===== config.mk =====
export PLATFORM = sky130hd
export DESIGN_NAME = countdown_seconds
export DESIGN_NICKNAME = d
export VERILOG_FILES = /design/src/rtl/countdown_seconds.sv
export SDC_FILE = /design/constraint.sdc
export NUM_CORES = 1
export LEC_CHECK = 0
export ABC_CLOCK_PERIOD_IN_PS = 9310
export BUFFER_PORTS_ARGS = -buffer_cell sky130_fd_sc_hd__buf_2
export CAP_MARGIN = 20
export CORE_MARGIN = 4
export CORE_UTILIZATION = 50
export DETAILED_ROUTE_END_ITERATION = 8
export PLACE_DENSITY_LB_ADDON = 0.2
export SETUP_SLACK_MARGIN = 0.3
export SLEW_MARGIN = 30
export SYNTH_ARGS = -nofsm -noshare
export SYNTH_HDL_FRONTEND = slang
export SYNTH_SLANG_ARGS = --single-unit

===== constraint.sdc =====
create_clock -name clk -period 9.31 [get_ports clk]
set_input_delay 1.862 -clock clk [delete_from_list [all_inputs] [get_ports clk]]
set_output_delay 1.862 -clock clk [all_outputs]
set_load 0.02 [all_outputs]

===== src/rtl/countdown_seconds.sv =====
// countdown_seconds: counts a game round down in whole seconds with binary and BCD readout.
// Define COUNTDOWN_WARN_EN to build the low-time warn output; otherwise warn is tied low.
module countdown_seconds #(
  parameter int SEC_WIDTH    = 7,
  parameter int MAX_SECONDS  = 99,
  parameter int WARN_SECONDS = 5
) (
  input  logic                 clk,
  input  logic                 rst_n,
  input  logic                 tick,
  input  logic                 start,
  input  logic                 pause,
  input  logic [SEC_WIDTH-1:0] load_value,
  output logic                 timer_en,
  output logic [SEC_WIDTH-1:0] remaining,
  output logic [3:0]           bcd_tens,
  output logic [3:0]           bcd_ones,
  output logic                 running,
  output logic                 done,
  output logic                 expired,
  output logic                 warn
);

  typedef enum logic [1:0] {ST_IDLE, ST_RUN, ST_PAUSED, ST_DONE} state_t;

  localparam logic [SEC_WIDTH-1:0] MAX_S = SEC_WIDTH'(MAX_SECONDS);
  localparam logic [SEC_WIDTH-1:0] ONE   = SEC_WIDTH'(1);
  localparam logic [SEC_WIDTH-1:0] TEN   = SEC_WIDTH'(10);

  // Two BCD digits must cover every loadable value.
  if (MAX_SECONDS > 99 || WARN_SECONDS > MAX_SECONDS) begin : g_bad_params
    $error("countdown_seconds: MAX_SECONDS must be <= 99 and WARN_SECONDS <= MAX_SECONDS");
  end

  state_t               state_q, state_d;
  logic [SEC_WIDTH-1:0] remaining_q, remaining_d;
  logic [SEC_WIDTH-1:0] load_clamped;
  logic [3:0]           tens_q, tens_d, ones_q, ones_d;
  logic                 run_q, done_q;
  logic                 expired_q, expired_d;

  assign load_clamped = (load_value > MAX_S) ? MAX_S : load_value;

  always_comb begin
    state_d     = state_q;
    remaining_d = remaining_q;
    expired_d   = 1'b0;
    if (start) begin
      // A fresh load wins over any tick or pause arriving in the same cycle.
      remaining_d = load_clamped;
      if (load_clamped == '0) begin
        state_d   = ST_DONE;
        expired_d = 1'b1;
      end else begin
        state_d = ST_RUN;
      end
    end else begin
      case (state_q)
        ST_RUN: begin
          if (tick && remaining_q > ONE) begin
            remaining_d = remaining_q - ONE;
          end else if (tick && remaining_q == ONE) begin
            remaining_d = '0;
            state_d     = ST_DONE;
            expired_d   = 1'b1;
          end else if (pause) begin
            state_d = ST_PAUSED;
          end
        end
        ST_PAUSED: begin
          if (!pause) state_d = ST_RUN;
        end
        ST_DONE: remaining_d = '0;
        default: state_d = state_q;
      endcase
    end
  end

  // Digits are derived from the next value so they change together with remaining.
  always_comb begin
    tens_d = 4'(remaining_d / TEN);
    ones_d = 4'(remaining_d % TEN);
  end

  always_ff @(posedge clk or negedge rst_n) begin
    if (!rst_n) begin
      state_q     <= ST_IDLE;
      remaining_q <= '0;
      tens_q      <= '0;
      ones_q      <= '0;
      run_q       <= 1'b0;
      done_q      <= 1'b0;
      expired_q   <= 1'b0;
    end else begin
      state_q     <= state_d;
      remaining_q <= remaining_d;
      tens_q      <= tens_d;
      ones_q      <= ones_d;
      run_q       <= (state_d == ST_RUN);
      done_q      <= (state_d == ST_DONE);
      expired_q   <= expired_d;
    end
  end

  assign timer_en  = run_q;
  assign running   = run_q;
  assign done      = done_q;
  assign expired   = expired_q;
  assign remaining = remaining_q;
  assign bcd_tens  = tens_q;
  assign bcd_ones  = ones_q;

`ifdef COUNTDOWN_WARN_EN
  logic warn_q, warn_d;

  always_comb begin
    warn_d = ((state_d == ST_RUN) || (state_d == ST_PAUSED)) &&
             (remaining_d != '0) && (remaining_d <= SEC_WIDTH'(WARN_SECONDS));
  end

  always_ff @(posedge clk or negedge rst_n) begin
    if (!rst_n) warn_q <= 1'b0;
    else        warn_q <= warn_d;
  end

  assign warn = warn_q;
`else
  assign warn = 1'b0;
`endif

endmodule

# ---- After elaboration in Yosys (flattened, before gate mapping)
# Cells that the tools add are included.
dict set report totals {
  elab_cells 38
  input_bits 12
  ff_bits 20
}
dict set report op_classes {
  n_div 2
  magnitude_cmp 2
  n_eq_ne 6
  addsub 1
  n_reduce_logical 3
  mux 17
}
# op n
set ops {}
lappend ops {{$mux 7} 4}
lappend ops {{$pmux 7 s2} 1}
lappend ops {{$mux 2} 6}
lappend ops {{$div 7x4->7 const B} 1}
lappend ops {{$eq 7x1->1 const B} 1}
lappend ops {{$gt 7x1->1 const B} 1}
lappend ops {{$gt 7x7->1 const B} 1}
lappend ops {{$logic_not 7->1} 1}
lappend ops {{$mod 7x4->7 const B} 1}
lappend ops {{$sub 7x1->7 const B} 1}
lappend ops {{$eq 2x2->1 const B} 3}
lappend ops {{$mux 1} 5}
lappend ops {{$eq 2x1->1 const B} 2}
lappend ops {{$pmux 2 s2} 1}
lappend ops {{$logic_and 1x1->1} 2}

# ---- Depth between registers and ports, before layout
# Gate-level depths: netlist of the first run.
dict set report logic_depth {
  word_depth 7
  depth_mapped 16
}

# ---- Worst setup path after synthesis of the first run
# OpenSTA, ideal clock, no wires.
dict set report synth_timing {
  kind {input-to-reg}
  start {input port tick}
  end {register ones_q[1], in the netlist bcd_ones[1]}
  arrival_ps 4119
  cell_stages 13
  path_buffers 1
  setup_slack_ps 5060
  path_cell_list {or3b_1 -> buf_2 -> o2111a_1 -> a211oi_4 -> inv_4 -> nand3_1 -> a31oi_1 -> a221oi_2 -> ha_1 -> inv_1 -> nand2_1 -> o22a_1 -> o211ai_1}
}
dict set report synth_between {
  elab_chain_cells 6
  elab_cells_between_ends 7
}
# item line
set synth_lines {}
lappend synth_lines {{from (decl)} 10} ;# input logic tick,
lappend synth_lines {{$logic_and 1x1->1} 62} ;# end else if (tick && remaining_q == ONE) begin
lappend synth_lines {{$mux 7} 62}
lappend synth_lines {{$mux 7 *} 60} ;# if (tick && remaining_q > ONE) begin
lappend synth_lines {{$pmux 7 s2 *} 58} ;# case (state_q)
lappend synth_lines {{$mux 7 *} 48} ;# if (start) begin
lappend synth_lines {{net remaining_d[6]} 36} ;# logic [SEC_WIDTH-1:0] remaining_q, remaining_d;
lappend synth_lines {{$mod 7x4->7 *} 82} ;# ones_d = 4'(remaining_d % TEN);
lappend synth_lines {{net ones_d[1]} 38} ;# logic [3:0] tens_q, tens_d, ones_q, ones_d;
lappend synth_lines {{to (signal assigned)} 98} ;# ones_q <= ones_d;
lappend synth_lines {{to (decl)} 38}
# The timed path passes the listed nets; every way through them passes the cells marked *.

# ---- Worst setup path after layout of the first run
dict set report layout_timing {
  start {input port start}
  end {register ones_q[2], in the netlist bcd_ones[2]}
}
dict set report layout_between {
  elab_chain_cells 2
}
# item line
set layout_lines {}
lappend layout_lines {{from (decl)} 11} ;# input logic start,
lappend layout_lines {{$mux 7} 48}
lappend layout_lines {{net remaining_d[5]} 36}
lappend layout_lines {{$mod 7x4->7} 82}
lappend layout_lines {{net ones_d[2]} 38}
# The timed path passes the listed nets, and every way through them passes these cells.

==> results of run 1 <==
per-stage QoR:
step	cell area, µm²	setup WS (ns)	hold WS (ns)	utilization	instances
4_1_cts	1620	4.32	0.722	0.586	226
5_1_grt	1620	4.47	0.779	0.588	226
3_5_place_dp	1590	4.02	0.698	0.576	222
3_3_place_gp	1590	4.29	0.687	0.576	222
2_1_floorplan	1460	5.06	0.637	-	171
6_report	1620	4.73	0.722	0.588	226
flip-flops by register name, summed over array words and instances, names as in the netlist:
name / cells
remaining: 6
bcd_ones: 4
bcd_tens: 4
state_q: 2
done: 1
expired: 1
running: 1
worst min-delay path by stage:
stage	startpoint	endpoint	depth (start not counted)
after floorplan	state_q[0]	state_q[0]	3
after global placement	state_q[0]	state_q[0]	3
final	state_q[0]	state_q[0]	3
after detailed placement	state_q[0]	state_q[0]	3
after global routing	state_q[0]	state_q[0]	3
after CTS	state_q[0]	state_q[0]	3
final cells by class:
class	instances	area (µm²)
multi-input cells	127	870
flip-flops and latches	19	475
fillers	253	1140
clock buffers	3	22.5
well taps	31	38.8
inverters	15	58.8
clock inverters	1	5.00
repair buffers	30	150
cell usage after synthesis, types with 2 or more instances:
library cell / instances / area [µm²]
and3_1: 2 / 12.5
nand3_1: 10 / 50.1
nor4_1: 4 / 25.0
a311o_1: 2 / 20.0
and2_1: 4 / 25.0
dfrtp_1: 19 / 475
ha_1: 6 / 75.1
nand2b_1: 6 / 37.5
o21bai_1: 2 / 15.0
o22a_1: 2 / 17.5
o21ai_0: 7 / 35.0
o211ai_1: 2 / 15.0
a211oi_1: 2 / 15.0
a21oi_1: 10 / 50.1
nor2_1: 9 / 33.8
nand3b_1: 2 / 15.0
xnor2_1: 2 / 17.5
o32ai_1: 2 / 17.5
buf_4: 4 / 30.0
nor3_1: 6 / 30.0
clkbuf_1: 3 / 11.3
nand2_1: 15 / 56.3
inv_1: 12 / 45.0
a31oi_1: 4 / 25.0
nand4_1: 2 / 12.5
buf_2: 3 / 15.0
nor4b_1: 3 / 26.3
cells by family (layout without fill, tap and decap cells):
| kind of cell | Yosys count | after routing | synth area share |
|---|---|---|---|
| and+or+nand+nor | 71 | 71 | 0.272 |
| AOI/OAI and AO/OA | 46 | 46 | 0.249 |
| buffers and inverters | 25 | 49 | 0.0791 |
| DFF | 19 | 19 | 0.327 |
| adders and majority gates | 6 | 6 | 0.0516 |
| xor gates and xnor gates | 2 | 2 | 0.0120 |
| other | 1 | 1 | 0.00258 |
| muxes | 1 | 1 | 0.00688 |
critical path: stages:
cell,delay (ns)
buf_2,0.26
nand2b_1,0.21
nor4_1,0.08
a211oi_2,0.61
clkinv_1,0.41
nand3_1,0.23
nor2_1,0.08
a221oi_2,0.37
ha_1,0.31
o21ai_0,0.11
nand2b_1,0.09
a32oi_1,0.11
per-layer routing:
metal / wire [µm] / GRT usage / vias up / share of wire
li1: - / - / 671 / -
met1: 1520 / 0.264 / 642 / 0.44
met2: 1700 / 0.291 / 37 / 0.50
met3: 169 / 0.00826 / 2 / 0.050
met4: 26 / 0.0697 / 0 / 0.0076
met5: 0 / 0 / - / 0
power by group through the flow:
stage	Sequential, µW	Combinational (µW)	Clock, µW
5_1_grt	134	264	46.4
4_1_cts	130	237	42.7
3_5_place_dp	132	235	0
3_3_place_gp	130	231	0
2_1_floorplan	158	154	0
6_report	130	238	40.5
==> out/qor.yml, run 1 <==
syn_avg_cell_area_um2: 8.51
ant_nets: 0
power_density_mw_per_mm2: 252
dr_total_vias: 1352
clk_path_buf_depth: 2
finalSetupTns_ns: 0
dr.pass1.iters: 4
drc_errors: 0
wirelength_um: 3410
crit_path_end_kind: "register"
cap_violations: 0
tightest_slew_ns: 0.697
synth_flop_cell: "dfrtp_1"
gp_congestion: 0.921
synth-edff-count: 0
hp-class: "reg2reg"
worstPathArrival_ns: 4.73
grt_usage: 0.184
cts_tree: "done"
ctsResizeCount: 0
synth_cells: 171
rows: 19
numCtsBuffers: 3
fin_nets: 214
r2r_slack_ns: 5.51
crit_start: "start"
synth.cell_area_mm2: 0.00146
drt_iter0_drc: 155
post-cts-setup-buffers: 0
die_w_um: 61.9
io_buffers: 30
hpwlAfterDp_um: 2640
wire_per_inst_um: 15.1
r2r_cells: 11
pwr-share-comb: 0.582
period_needed_ns: 4.58
final_common_cell: "buf_2"
area_growth_pct: 11.3
reg2reg_from: "bcd_ones[0]"
start_util: 0.528
worstPathRequired_ns: 9.46
routed_via_density: 5.98
clk_pin_slew_ns: 0.10
yosysSeqAreaShare: 0.327
cts_hold_buf: 0
setup_viol: 0
fmax_ghz: 0.218
p_clk_frac: 0.099
cts_root_buffer: "clkbuf_4"
htreeDepth: 1
diodes: 0
p_sw_uw: 197
drv_slew: 0
status: "complete, no violations"
slew_headroom: 0.531
p_total_uw: 409
grt_pass1_wl_um: 5360
irDropWorstVdd_uv: 159
power.leakage_uw: 0.000711
coreArea_mm2: 0.00276
rsz0062_at_grt: "no"
ys_ff_latch: 19
fp.dieH_um: 61.9
grt_max_degree: 20
clk-insertion-delay-late_ns: 0.29
mostFrequentLayoutCells: "30 x buf_2, 19 x dfrtp_1, 15 x nand2_1"
yosysWarnings: 0
antenna_found_initial: 0
finalHoldViolCount: 0
final_layout_size_suffix_gt1_frac: 0.236
grt_pass1_vias: 1151
die-area_mm2: 0.00384
p_sw_frac: 0.481
syn-num-nets: 189
crit_path_start_kind: "primary input"
clock_skew_ns: 0.000409
cts_sinks: 19
seqPwrFrac: 0.319
worstSetupPathType: "in2reg"
overflow: 0
period_share: 0.492
p_int_uw: 212
ys_types: 53
async_reset_ff_frac: 1.00
io_pins: 32
crit_path_end: "bcd_ones[2]"
r2r_end: "bcd_ones[2]"
critPathMaxFanout: 18
Power figures use the tool's default switching activity.
==> run 2, diff against run 1 <==
ABC_CLOCK_PERIOD_IN_PS = 3820   (was 9310)
CORE_UTILIZATION = 49   (was 50)
clock period = 3.82 ns   (was 9.31 ns; I/O delays follow)
==> run 2 against run 1 <==
Effect of this change: critical path depth did not move; core utilization shrank 0.10 points; highest routed layer unchanged; worst setup slack worse by 4.1 ns; die area grew 1.8%.
==> out/qor.yml, run 2 (same netlist as run 1, synthesis figures left out) <==
worstPathArrival_ns: 3.41  # -1.32 ns
clk_path_buf_depth: 2  # unchanged
diodes: 0  # unchanged
grt_max_degree: 20  # unchanged
slew_headroom: 0.655  # +0.125
r2r_slack_ns: 0.60  # -4.91 ns
tightest_slew_ns: 0.515  # -0.182 ns
grt_pass1_wl_um: 6450  # +20%
cap_violations: 0  # unchanged
fmax_ghz: 0.311
final_common_cell: "buf_2"
gp_congestion: 0.915  # -0.59%
r2r_end: "bcd_ones[1]"
fillers: 258  # +2.0%
numCtsBuffers: 3  # unchanged
grt_usage: 0.202  # +0.0184
crit_path_start_kind: "register"
period_needed_ns: 3.22
coreArea_mm2: 0.00281  # +1.7%
cts_root_buffer: "clkbuf_4"
reg2reg_from: "state_q[1]"
seqPwrFrac: 0.310  # -0.009
cts_tree: "done"
ff_latch_area_um2: 475  # unchanged
irDropWorstVdd_uv: 400  # +150%
dr.pass1.iters: 4  # unchanged
fin_cells: 230  # +1.8%
largest_register_ff_count: 6  # unchanged
post-cts-setup-buffers: 0  # unchanged
drt_iter0_drc: 93  # -40%
p_sw_uw: 496  # +150%
mostFrequentLayoutCells: "30 x buf_2, 19 x dfrtp_1, 15 x nand2_1"
die_w_um: 62.5  # +0.89%
overflow: 0  # unchanged
drv_slew: 0  # unchanged
r2r_cells: 12  # +1
clk-insertion-delay-late_ns: 0.30  # about the same
finalSetupTns_ns: 0  # unchanged
antenna_found_initial: 0  # unchanged
area_growth_pct: 13.1
placed_cell_area_mm2: 0.00162  # +1.9%
hp-class: "in2async"
cts_sinks: 19  # unchanged
start_util: 0.519  # -0.00894
finalInstanceArea_mm2: 0.00165  # +1.5%
grt_pass1_vias: 1385  # +20%
ant_nets: 0  # unchanged
p_clk_frac: 0.100  # about the same
p_total_uw: 1030  # +150%
critPathMaxFanout: 11  # -7
place_inst: 226  # +1.8%
htreeDepth: 1  # unchanged
status: "complete, no violations"
finalHoldViolCount: 0  # unchanged
worstSetupPathType: "reg2reg"
final_layout_size_suffix_gt1_frac: 0.246  # +0.0103
power_density_mw_per_mm2: 625  # +150%
hpwlAfterDp_um: 2860  # +8.6%
fin_nets: 218  # +1.9%
p_int_uw: 532  # +150%
die-area_mm2: 0.00391  # +1.8%
dr_total_vias: 1434  # +6.1%
rsz0062_at_grt: "no"
worstPathRequired_ns: 4.02  # -5.44 ns
crit_path_end_kind: "register"
power.leakage_uw: 0.000730  # +2.6%
multi_input_area_um2: 865  # -0.58%
io_buffers: 30  # unchanged
fp.dieH_um: 62.5  # +0.89%
drc_errors: 0  # unchanged
routed_via_density: 6.23  # +4.2%
io_pins: 32  # unchanged
clock_skew_ns: 0.00727  # +0.00686 ns
clk_pin_slew_ns: 0.11  # about the same
wire_per_inst_um: 16.0  # +6.2%
period_share: 0.842
rows: 19  # unchanged
ctsResizeCount: 0  # unchanged
cts_hold_buf: 0  # unchanged
setup_viol: 0  # unchanged
wirelength_um: 3690  # +8.1%
p_sw_frac: 0.482  # +0.00119
pwr-share-comb: 0.589  # +0.007
[run 2: cell types whose count changed in the layout (fill, tap and decap cells not counted), sizes merged]
cell  previous run  this run
buf             30        34
[run 2: worst max-delay path by stage]
stage / cells after the start / endpoint / startpoint
floorplan: 13 / bcd_ones[1] / tick
global placement: 13 / bcd_ones[1] / tick
detailed placement: 11 / bcd_ones[1] / tick
CTS: 12 / bcd_ones[1] / state_q[1]
global route: 12 / bcd_ones[1] / state_q[1]
finish: 12 / bcd_ones[1] / state_q[1]
[run 2: metrics by stage]
stage,utilization,hold slack [ns],setup WS [ns]
detailed placement,0.577,0.697,0.292
finish,0.587,0.388,0.603
global placement,0.577,0.687,0.408
CTS,0.587,0.390,0.574
global route,0.587,0.403,0.328
floorplan,-,0.468,0.668
[run 2: layer usage]
metal,routed length (µm),part of all wire,GRT usage
met1,1550,0.42,0.242
met2,1900,0.51,0.345
met3,166,0.045,0.0396
met4,78,0.021,0.0992
met5,0,0,0
[run 2: layout make-up]
cell class / count / share of cell area
multi-input combinational: 127 / 0.525
sequential: 19 / 0.289
timing repair buffer: 34 / 0.110
inverter: 15 / 0.0357
tap: 31 / 0.0236
clock buffer: 3 / 0.0137
clock inverter: 1 / 0.00304
[run 2: critical path, stage by stage, from the launching register on]
cell and delay [ns]:
dfrtp_1 0.42, inv_1 0.10, ha_1 0.38, nand4bb_1 0.21, o2111a_1 0.30, a211oi_4 0.39, xnor2_1 0.21, a221oi_2 0.43
ha_1 0.32, inv_1 0.08, nand2_1 0.06, o22a_1 0.13, o211ai_1 0.08
[run 2: power by group through the flow]
stage / Clock (µW) / Sequential, µW / Combinational, µW
final: 103 / 319 / 606
after global routing: 119 / 331 / 668
after CTS: 108 / 317 / 606
after detailed placement: 0 / 320 / 602
after global placement: 0 / 320 / 591
after floorplan: 0 / 384 / 376
